<file path="config.mk">
export PLATFORM = sky130hd
export DESIGN_NAME = id_wb_sched
export DESIGN_NICKNAME = d
export VERILOG_FILES = /design/src/rtl/id_pkg.sv /design/src/rtl/wb_fifo.sv /design/src/rtl/id_wb_sched.sv
export SDC_FILE = /design/constraint.sdc
export NUM_CORES = 1
export LEC_CHECK = 0
export BUFFER_PORTS_ARGS = -buffer_cell sky130_fd_sc_hd__buf_2
export CELL_PAD_IN_SITES_DETAIL_PLACEMENT = 1
export CELL_PAD_IN_SITES_GLOBAL_PLACEMENT = 2
export CORE_MARGIN = 3
export CORE_UTILIZATION = 35
export DETAILED_ROUTE_END_ITERATION = 16
export PLACE_DENSITY_LB_ADDON = 0.1
export SLEW_MARGIN = 10
export SYNTH_ARGS = -nofsm -noshare
export SYNTH_HDL_FRONTEND = slang
export SYNTH_SLANG_ARGS = --single-unit
</file>
<file path="constraint.sdc">
create_clock -name i_clk -period 3.5 [get_ports i_clk]
set_clock_uncertainty 0.1 [all_clocks]
set_input_delay 0 -clock i_clk [delete_from_list [all_inputs] [get_ports i_clk]]
set_output_delay 0 -clock i_clk [all_outputs]
set_load 0.01 [all_outputs]
</file>
<file path="src/rtl/id_pkg.sv">
// id_pkg: shared widths and the write-port entry type for the register file write scheduler.
package id_pkg;
   localparam int DATA_W = 32;
   localparam int ADDR_W = 5;
   localparam int NREG   = 32;
   typedef struct packed {
      logic [ADDR_W-1:0] wreg;
      logic [DATA_W-1:0] data;
   } wb_entry_t;
endpackage

</file>
<file path="src/rtl/wb_fifo.sv">
// wb_fifo: long-latency result buffer; valid/ready push, pop strobe, registered storage.
module wb_fifo
   import id_pkg::*;
#(
   parameter int DEPTH = 2
) (
   input  logic      i_clk,
   input  logic      i_rst_n,
   input  logic      push_valid,
   output logic      push_ready,
   input  wb_entry_t push_data,
   input  logic      pop,
   output wb_entry_t head,
   output logic      full,
   output logic      empty
);
   localparam int AW = $clog2(DEPTH);
   wb_entry_t mem [DEPTH];
   logic [AW:0] wr_ptr, rd_ptr;
   logic push;
   always_comb begin
      empty      = wr_ptr == rd_ptr;
      full       = (wr_ptr[AW] != rd_ptr[AW]) && (wr_ptr[AW-1:0] == rd_ptr[AW-1:0]);
      push_ready = !full;
      push       = push_valid && !full;
      head       = mem[rd_ptr[AW-1:0]];
   end
   always_ff @(posedge i_clk)
      if (push) mem[wr_ptr[AW-1:0]] <= push_data;
   always_ff @(posedge i_clk or negedge i_rst_n)
      if (!i_rst_n) begin
         wr_ptr <= '0;
         rd_ptr <= '0;
      end else begin
         if (push) wr_ptr <= wr_ptr + 1'b1;
         if (pop && !empty) rd_ptr <= rd_ptr + 1'b1;
      end
endmodule

</file>
<file path="src/rtl/id_wb_sched.sv">
// id_wb_sched: arbitrates the register file write port between WB and buffered long-latency results, with a pending-register scoreboard.
module id_wb_sched
   import id_pkg::*;
#(
   parameter int FIFO_DEPTH = 2,
   parameter int STARVE_LIM = 4
) (
   input  logic              i_clk,
   input  logic              i_rst_n,
   input  logic              i_pipe_we,
   input  logic [ADDR_W-1:0] i_pipe_reg,
   input  logic [DATA_W-1:0] i_pipe_data,
   input  logic              i_lu_valid,
   output logic              o_lu_ready,
   input  logic [ADDR_W-1:0] i_lu_reg,
   input  logic [DATA_W-1:0] i_lu_data,
   input  logic              i_issue_valid,
   input  logic [ADDR_W-1:0] i_issue_reg,
   input  logic [ADDR_W-1:0] i_rd_reg1,
   input  logic [ADDR_W-1:0] i_rd_reg2,
   input  logic [ADDR_W-1:0] i_dst_reg,
   output logic              o_stall,
   output logic              o_rf_we,
   output logic [ADDR_W-1:0] o_rf_reg,
   output logic [DATA_W-1:0] o_rf_data
);
   localparam int SW = $clog2(STARVE_LIM + 1);
   wb_entry_t lu_entry, head;
   logic full, empty, pipe_act, pop, starve;
   logic [NREG-1:0] pending, pend_set, pend_clr;
   logic [SW-1:0] starve_cnt;
   assign lu_entry = '{wreg: i_lu_reg, data: i_lu_data};
   wb_fifo #(.DEPTH(FIFO_DEPTH)) u_fifo (
      .i_clk      (i_clk),
      .i_rst_n    (i_rst_n),
      .push_valid (i_lu_valid),
      .push_ready (o_lu_ready),
      .push_data  (lu_entry),
      .pop        (pop),
      .head       (head),
      .full       (full),
      .empty      (empty)
   );
   // r0 writes from WB are dropped, so they never take the port from the FIFO
   always_comb begin
      pipe_act  = i_pipe_we && i_pipe_reg != '0;
      pop       = !pipe_act && !empty;
      starve    = starve_cnt == SW'(STARVE_LIM);
      o_stall   = pending[i_rd_reg1] | pending[i_rd_reg2] | pending[i_dst_reg] | starve;
      o_rf_we   = pipe_act || (pop && head.wreg != '0);
      o_rf_reg  = pipe_act ? i_pipe_reg : pop ? head.wreg : '0;
      o_rf_data = pipe_act ? i_pipe_data : pop ? head.data : '0;
      pend_set  = (i_issue_valid && !o_stall && i_issue_reg != '0) ? NREG'(1) << i_issue_reg : '0;
      pend_clr  = pop ? NREG'(1) << head.wreg : '0;
   end
   // set is OR-ed after clear so a re-issue in the pop cycle keeps the bit
   always_ff @(posedge i_clk or negedge i_rst_n)
      if (!i_rst_n) begin
         pending    <= '0;
         starve_cnt <= '0;
      end else begin
         pending    <= ((pending & ~pend_clr) | pend_set) & ~NREG'(1);
         starve_cnt <= (empty || pop) ? '0 : starve ? starve_cnt : starve_cnt + 1'b1;
      end
   always_ff @(posedge i_clk)
      if (i_rst_n) assert (!(i_pipe_we && pending[i_pipe_reg]))
         else $error("pipe write to pending register r%0d", i_pipe_reg);
   logic unused;
   assign unused = full;
endmodule

</file>
Yosys cells after proc, flatten, opt, wreduce, memory -nomap -nowiden
Memories as Yosys holds them, arrays and structs flattened.
Cells that the tools add are included.
{"block": "totals", "ramBits": 74, "mem_count": 1, "elab_cells": 57, "input_bits": 99, "ff_bits": 38, "out_inout_bits": 40}
{"name": "u_fifo.mem", "words": 2, "width": 37, "read_ports": 1, "rd_ports_with_merged_regs": 0, "write_ports": 1, "line": "wb_fifo.sv:18", "text": "wb_entry_t mem [DEPTH];"}
{"block": "classes", "addsub": 3, "bitwise": 6, "n_eq_ne": 5, "reduce_logical": 17, "shifts": 2, "n_lt_le_gt_ge": 3, "n_mux": 16}
{"op": "32-bit 2-to-1 mux", "n": 4}
{"op": "1-bit by 5-bit left shift with 32-bit output (first input constant)", "n": 2}
{"op": "32-bit bitwise AND", "n": 1}
{"op": "32-bit inverter", "n": 1}
{"op": "32-bit bitwise OR", "n": 1}
{"op": "5-bit by 6-bit less-than comparator with 1-bit output (second input constant)", "n": 3}
{"op": "1-bit binary-select mux with 5-bit select", "n": 3}
{"op": "5-bit nonzero test", "n": 3}
{"op": "5-bit 2-to-1 mux", "n": 2}
{"op": "1-bit logical AND", "n": 8}
{"op": "3-bit 2-to-1 mux", "n": 2}
{"op": "1-bit 2-to-1 mux", "n": 5}
{"op": "2-bit by 1-bit adder with 2-bit output (second input constant)", "n": 2}
{"op": "1-bit logical NOT", "n": 4}
{"op": "3-bit by 1-bit adder with 3-bit output (second input constant)", "n": 1}
{"op": "3-bit == test (second input constant)", "n": 1}
{"op": "1-bit bitwise OR", "n": 3}
{"op": "2-bit == test", "n": 1}
{"op": "1-bit logical OR", "n": 2}
{"op": "2-bit by 1-bit != test with 1-bit output (second input constant)", "n": 1}
{"op": "1-bit == test", "n": 1}
{"op": "1-bit != test", "n": 1}

Depth between registers and ports, before layout
{"block": "logic_depth", "word_depth": 10, "mapped_depth": 9, "ltp_nobuf": 7}

Cells and area by module
Synthesis repeated with hierarchy kept, for this count alone.
{"block": "unflattened", "hier_cells": 537, "hier_area_um2": 6012.0}
{"mod": "id_wb_sched", "instances": 1, "cells_per_inst": 393, "seq_area_each_um2": 850.8, "area_each_um2": 3083.0}
{"mod": "wb_fifo", "instances": 1, "cells_per_inst": 144, "seq_area_each_um2": 2322.2, "area_each_um2": 2929.1}

Least setup slack after synthesis
OpenSTA, ideal clock, no wires.
{"block": "synth_path", "path_type": "reg2reg", "from": "reg u_fifo.wr_ptr[0]", "to": "mem u_fifo.mem[0][0] in the netlist's numbering, enable pin", "period_less_slack_ns": 2.953, "required_ns": 2.969, "t_arrival_ns": 2.422, "slack_ns": 0.547, "path_buffers": 0, "path_stages_with_launch": 5, "setup_ns": 0.431, "path_cell_list": "dfrtp_1 xor2_1 nand2b_1 nand2_1 nor2_1"}
{"block": "synth_via", "elab_chain_len": 6}
{"element": "start: declaration", "line": "wb_fifo.sv:19", "text": "logic [AW:0] wr_ptr, rd_ptr;"}
{"element": "start signal: assignment", "line": "wb_fifo.sv:35", "text": "if (push) wr_ptr <= wr_ptr + 1'b1;"}
{"element": "1-bit == test", "line": "wb_fifo.sv:23", "text": "full = (wr_ptr[AW] != rd_ptr[AW]) && (wr_ptr[AW-1:0] == rd_ptr[AW-1:0]);"}
{"element": "1-bit logical AND", "line": "wb_fifo.sv:23"}
{"element": "1-bit logical NOT"}
{"element": "via o_lu_ready", "line": "id_wb_sched.sv:14", "text": "output logic o_lu_ready,"}
{"element": "1-bit logical AND", "line": "wb_fifo.sv:25", "text": "push = push_valid && !full;"}
{"element": "1-bit 2-to-1 mux", "line": "wb_fifo.sv:29", "text": "if (push) mem[wr_ptr[AW-1:0]] <= push_data;"}
{"element": "1-bit 2-to-1 mux (not written as such)", "line": "wb_fifo.sv:29"}
{"element": "end: declaration", "line": "wb_fifo.sv:18"}
The timed path passes the listed nets, and every way through them passes these cells.

Worst setup path in the final report
{"block": "layout_path", "from": "reg pending[6]", "to": "reg pending[18]"}
{"block": "layout_via", "elab_chain_len": 10, "elab_cells_between_ends": 14, "cone_classes": "mux (7); bitwise (4); reduce/logical (3)"}
{"element": "start: declaration", "line": "id_wb_sched.sv:30", "text": "logic [NREG-1:0] pending, pend_set, pend_clr;"}
{"element": "start signal: assignment", "line": "id_wb_sched.sv:62", "text": "pending <= ((pending & ~pend_clr) | pend_set) & ~NREG'(1);"}
{"element": "1-bit binary-select mux with 5-bit select", "line": "id_wb_sched.sv:49", "text": "o_stall = pending[i_rd_reg1] | pending[i_rd_reg2] | pending[i_dst_reg] | starve;"}
{"element": "1-bit 2-to-1 mux (not written as such)", "line": "id_wb_sched.sv:49"}
{"element": "1-bit bitwise OR", "line": "id_wb_sched.sv:49"}
{"element": "1-bit bitwise OR * (2 in a row)", "line": "id_wb_sched.sv:49"}
{"element": "1-bit logical NOT *", "line": "id_wb_sched.sv:53", "text": "pend_set = (i_issue_valid && !o_stall && i_issue_reg != '0) ? NREG'(1) << i_issue_reg : '0;"}
{"element": "1-bit logical AND * (2 in a row)", "line": "id_wb_sched.sv:53"}
{"element": "32-bit 2-to-1 mux *", "line": "id_wb_sched.sv:53"}
{"element": "32-bit bitwise OR *", "line": "id_wb_sched.sv:62"}
Mark *: on every way between the ends. The rest lies on a longest branch, timed or not. The select of a mux whose other input is x is not followed.
A chain may end at the register's enable or synchronous reset.

==> reports/results.ini <==
[sta]
period_needed_ps=2570
whs_ps=6.31
rsz0062_at_grt=false
max_freq_ghz=0.389
setup_viol=0
hold_viol=0
tightest_slew_ps=1130
setup_tns_ps=0
finalMaxSlewViolations=0
finalCritPeriodShare_pct=73.4
slew_headroom_pct=23.9

[power]
cellLeakagePower_nw=3.07
power_density_mw_per_mm2=753
ir_worst_vdd_v=0.000411

[global_routing]
grt_pass1_vias=5000
overflow=0
antenna_found_initial=0
grt_max_degree=69
grt_util_all_layers_pct=18.3
grt_first_pass_wirelength_um=26200

[floorplan]
die_h_um=135
rows=46
io_pins=139
fp.dieArea_sq_mm=0.0183
fp.dieW_um=135
core_area_sq_mm=0.0161
initial_utilization_pct=36.2

[status]
outcome=finished clean

[worst_setup_path]
critPathKind=reg2reg
crit_arrival_ps=2690
endpoint_kind=flip-flop
start_kind=flip-flop
required_ps=3620
crit_path_max_fanout=32

[detailed_routing]
vias_per_cell=5.32
totalWireLength_um=16300
wl_per_cell_um=18.8
drtIter0Drc=269
wl_met3_um=817
vias=4632
top_layer=met4
route.met2.wl_um=8060
drc_errors=0
ant_nets=0
wl_met1_um=7200
dr.pass1.iters=4

[synth]
synth_edf_count=74
ys_types=53
synthAdderAreaFrac_pct=0.428
synth_area_per_cell_sq_um=12.0
synth_compound_area_share_pct=16.9
syn_inst=487
yosys.area_share.simple_pct=8.98
synth_warnings=0
synth_async_sr_flop_share_pct=33.9
syn-cell-area_sq_mm=0.00584
ys_seq_elements=112
dominantRegCellSynth=edfxtp_1
synth_top_family_by_area=compound AO/OA/AOI/OAI gates
syn_nets=588
yosys-mux-area-fraction_pct=14.9
synthXorXnorAreaFrac_pct=1.05
seq_area_frac_synth_pct=54.3

[min_path]
hold_class=in2reg

[clock_tree]
cts_buffers=9
cts-root-buf=clkbuf_16
clockBufferDepth=2
htreeDepth=3
cts_sinks=112
tritoncts=built
clkLatencyLatePin_ps=360
clk_pin_slew_ps=70
cts_resized=0

[final_layout]
drive_gt1_share_pct=27.8
diodes=0
syn_to_final_growth_pct=27.1
layout_commonest_cell=buf_2
nets=751
mostFrequentLayoutCells=buf_2 (138), edfxtp_1 (74), mux2i_1 (66)

[placement]
dpl.hpwl_um=12000
numPortBuffers=138
gp_congestion=0.834

[job]
cap_violations=0

## path summary, 6_finish.rpt
check	start	endpoint	slack (ps)	cells after the start
max	pending[6]$_DFF_PN0_	pending[18]$_DFF_PN0_	930	7
min	i_issue_reg[1]	pending[12]$_DFF_PN0_	6	3
max reg2reg	pending[6]$_DFF_PN0_	pending[18]$_DFF_PN0_	930	7
min reg2reg	u_fifo.wr_ptr[1]$_DFFE_PN0P_	u_fifo.wr_ptr[1]$_DFFE_PN0P_	400	1
max in group asynchronous	i_rst_n	u_fifo.rd_ptr[0]$_DFFE_PN0P_	2470	2
min in group asynchronous	i_rst_n	pending[8]$_DFF_PN0_	210	2
## flip-flops by register name, summed over array words and instances (netlist names)
signal,count
pending,31
starve_cnt,3
u_fifo.mem,74
u_fifo.rd_ptr,2
u_fifo.wr_ptr,2
## kinds of logic after synthesis
group,count (synthesis)
compound gates,137
xor+xnor,7
fa+ha+maj,2
buf+inv,42
flops,112
mux,79
simple gates,108
## power by group
group	leakage, nW	internal [W]	switching (W)	total (W)
clock	0.152	0.000563	0.000478	0.00104
sequential	1.18	0.00195	0.000356	0.00231
combinational	1.73	0.000885	0.00136	0.00224
## critical path: stages, from the launching register on
cell and delay (ps):
dfrtp_1 430, mux4_1 500, nor2b_1 170, o41ai_1 110, a211oi_2 290, nand4_2 120, buf_4 270, o41ai_1 440
## stage by stage
step / setup slack [ps] / util [%] / power [W] / cell area, sq um / std cells
floorplan: 547 / - / 0.00371 / 5840 / 487
CTS: 867 / 46.1 / 0.00565 / 7430 / 871
global route: 686 / 46.1 / 0.00596 / 7430 / 871
finish: 932 / 46.1 / 0.00559 / 7430 / 871
detailed placement: 950 / 41.5 / 0.00457 / 6690 / 812
global placement: 988 / 41.5 / 0.00449 / 6690 / 812
## per-layer routing
layer	up-vias	GRT usage [%]
li1	2232	-
met1	2245	23.3
met3	20	3.05
met4	0	6.16
met5	-	0
met2	135	31.6
## what timing repair did
action	4_1_cts	5_1_grt
endpoints found under the hold margin	116	0
endpoints found under the setup margin	0	0
buffers inserted	0	0
hold buffers	43	0
## layout make-up
cell class	instances	area, sq um
inverter	7	26.3
multi-input combinational	333	2490
tap	216	270
timing repair buffer	187	1170
clock inverter	7	77.6
clock buffer	9	225
fill	1773	8690
sequential	112	3170
## Yosys cell counts (2+ instances only)
master | n | area [sq um]
edfxtp_1 | 74 | 2220
mux2i_1 | 66 | 661
nand2_1 | 58 | 218
dfrtp_1 | 38 | 951
o31ai_1 | 38 | 285
o21ai_0 | 32 | 160
o41ai_1 | 29 | 254
clkbuf_1 | 15 | 56.3
buf_1 | 9 | 33.8
nand2b_1 | 9 | 56.3
a21oi_1 | 8 | 40.0
nor2b_1 | 8 | 50.1
inv_1 | 7 | 26.3
nor2_1 | 7 | 26.3
a22oi_1 | 6 | 45.0
buf_2 | 6 | 30.0
mux2_2 | 6 | 67.6
nand3_1 | 5 | 25.0
buf_6 | 4 | 45.0
nor3_1 | 4 | 20.0
or2_2 | 4 | 25.0
xor2_1 | 4 | 35.0
mux4_2 | 3 | 67.6
nand3b_1 | 3 | 22.5
o2111ai_1 | 3 | 26.3
o21ai_1 | 3 | 15.0
xnor2_1 | 3 | 26.3
a22o_1 | 2 | 17.5
a311oi_1 | 2 | 17.5
a32o_1 | 2 | 20.0
and3_1 | 2 | 12.5
ha_1 | 2 | 25.0
mux2_1 | 2 | 22.5
mux4_1 | 2 | 52.6
o311ai_0 | 2 | 17.5
o32ai_1 | 2 | 17.5
(Power assumes the default switching activity.)
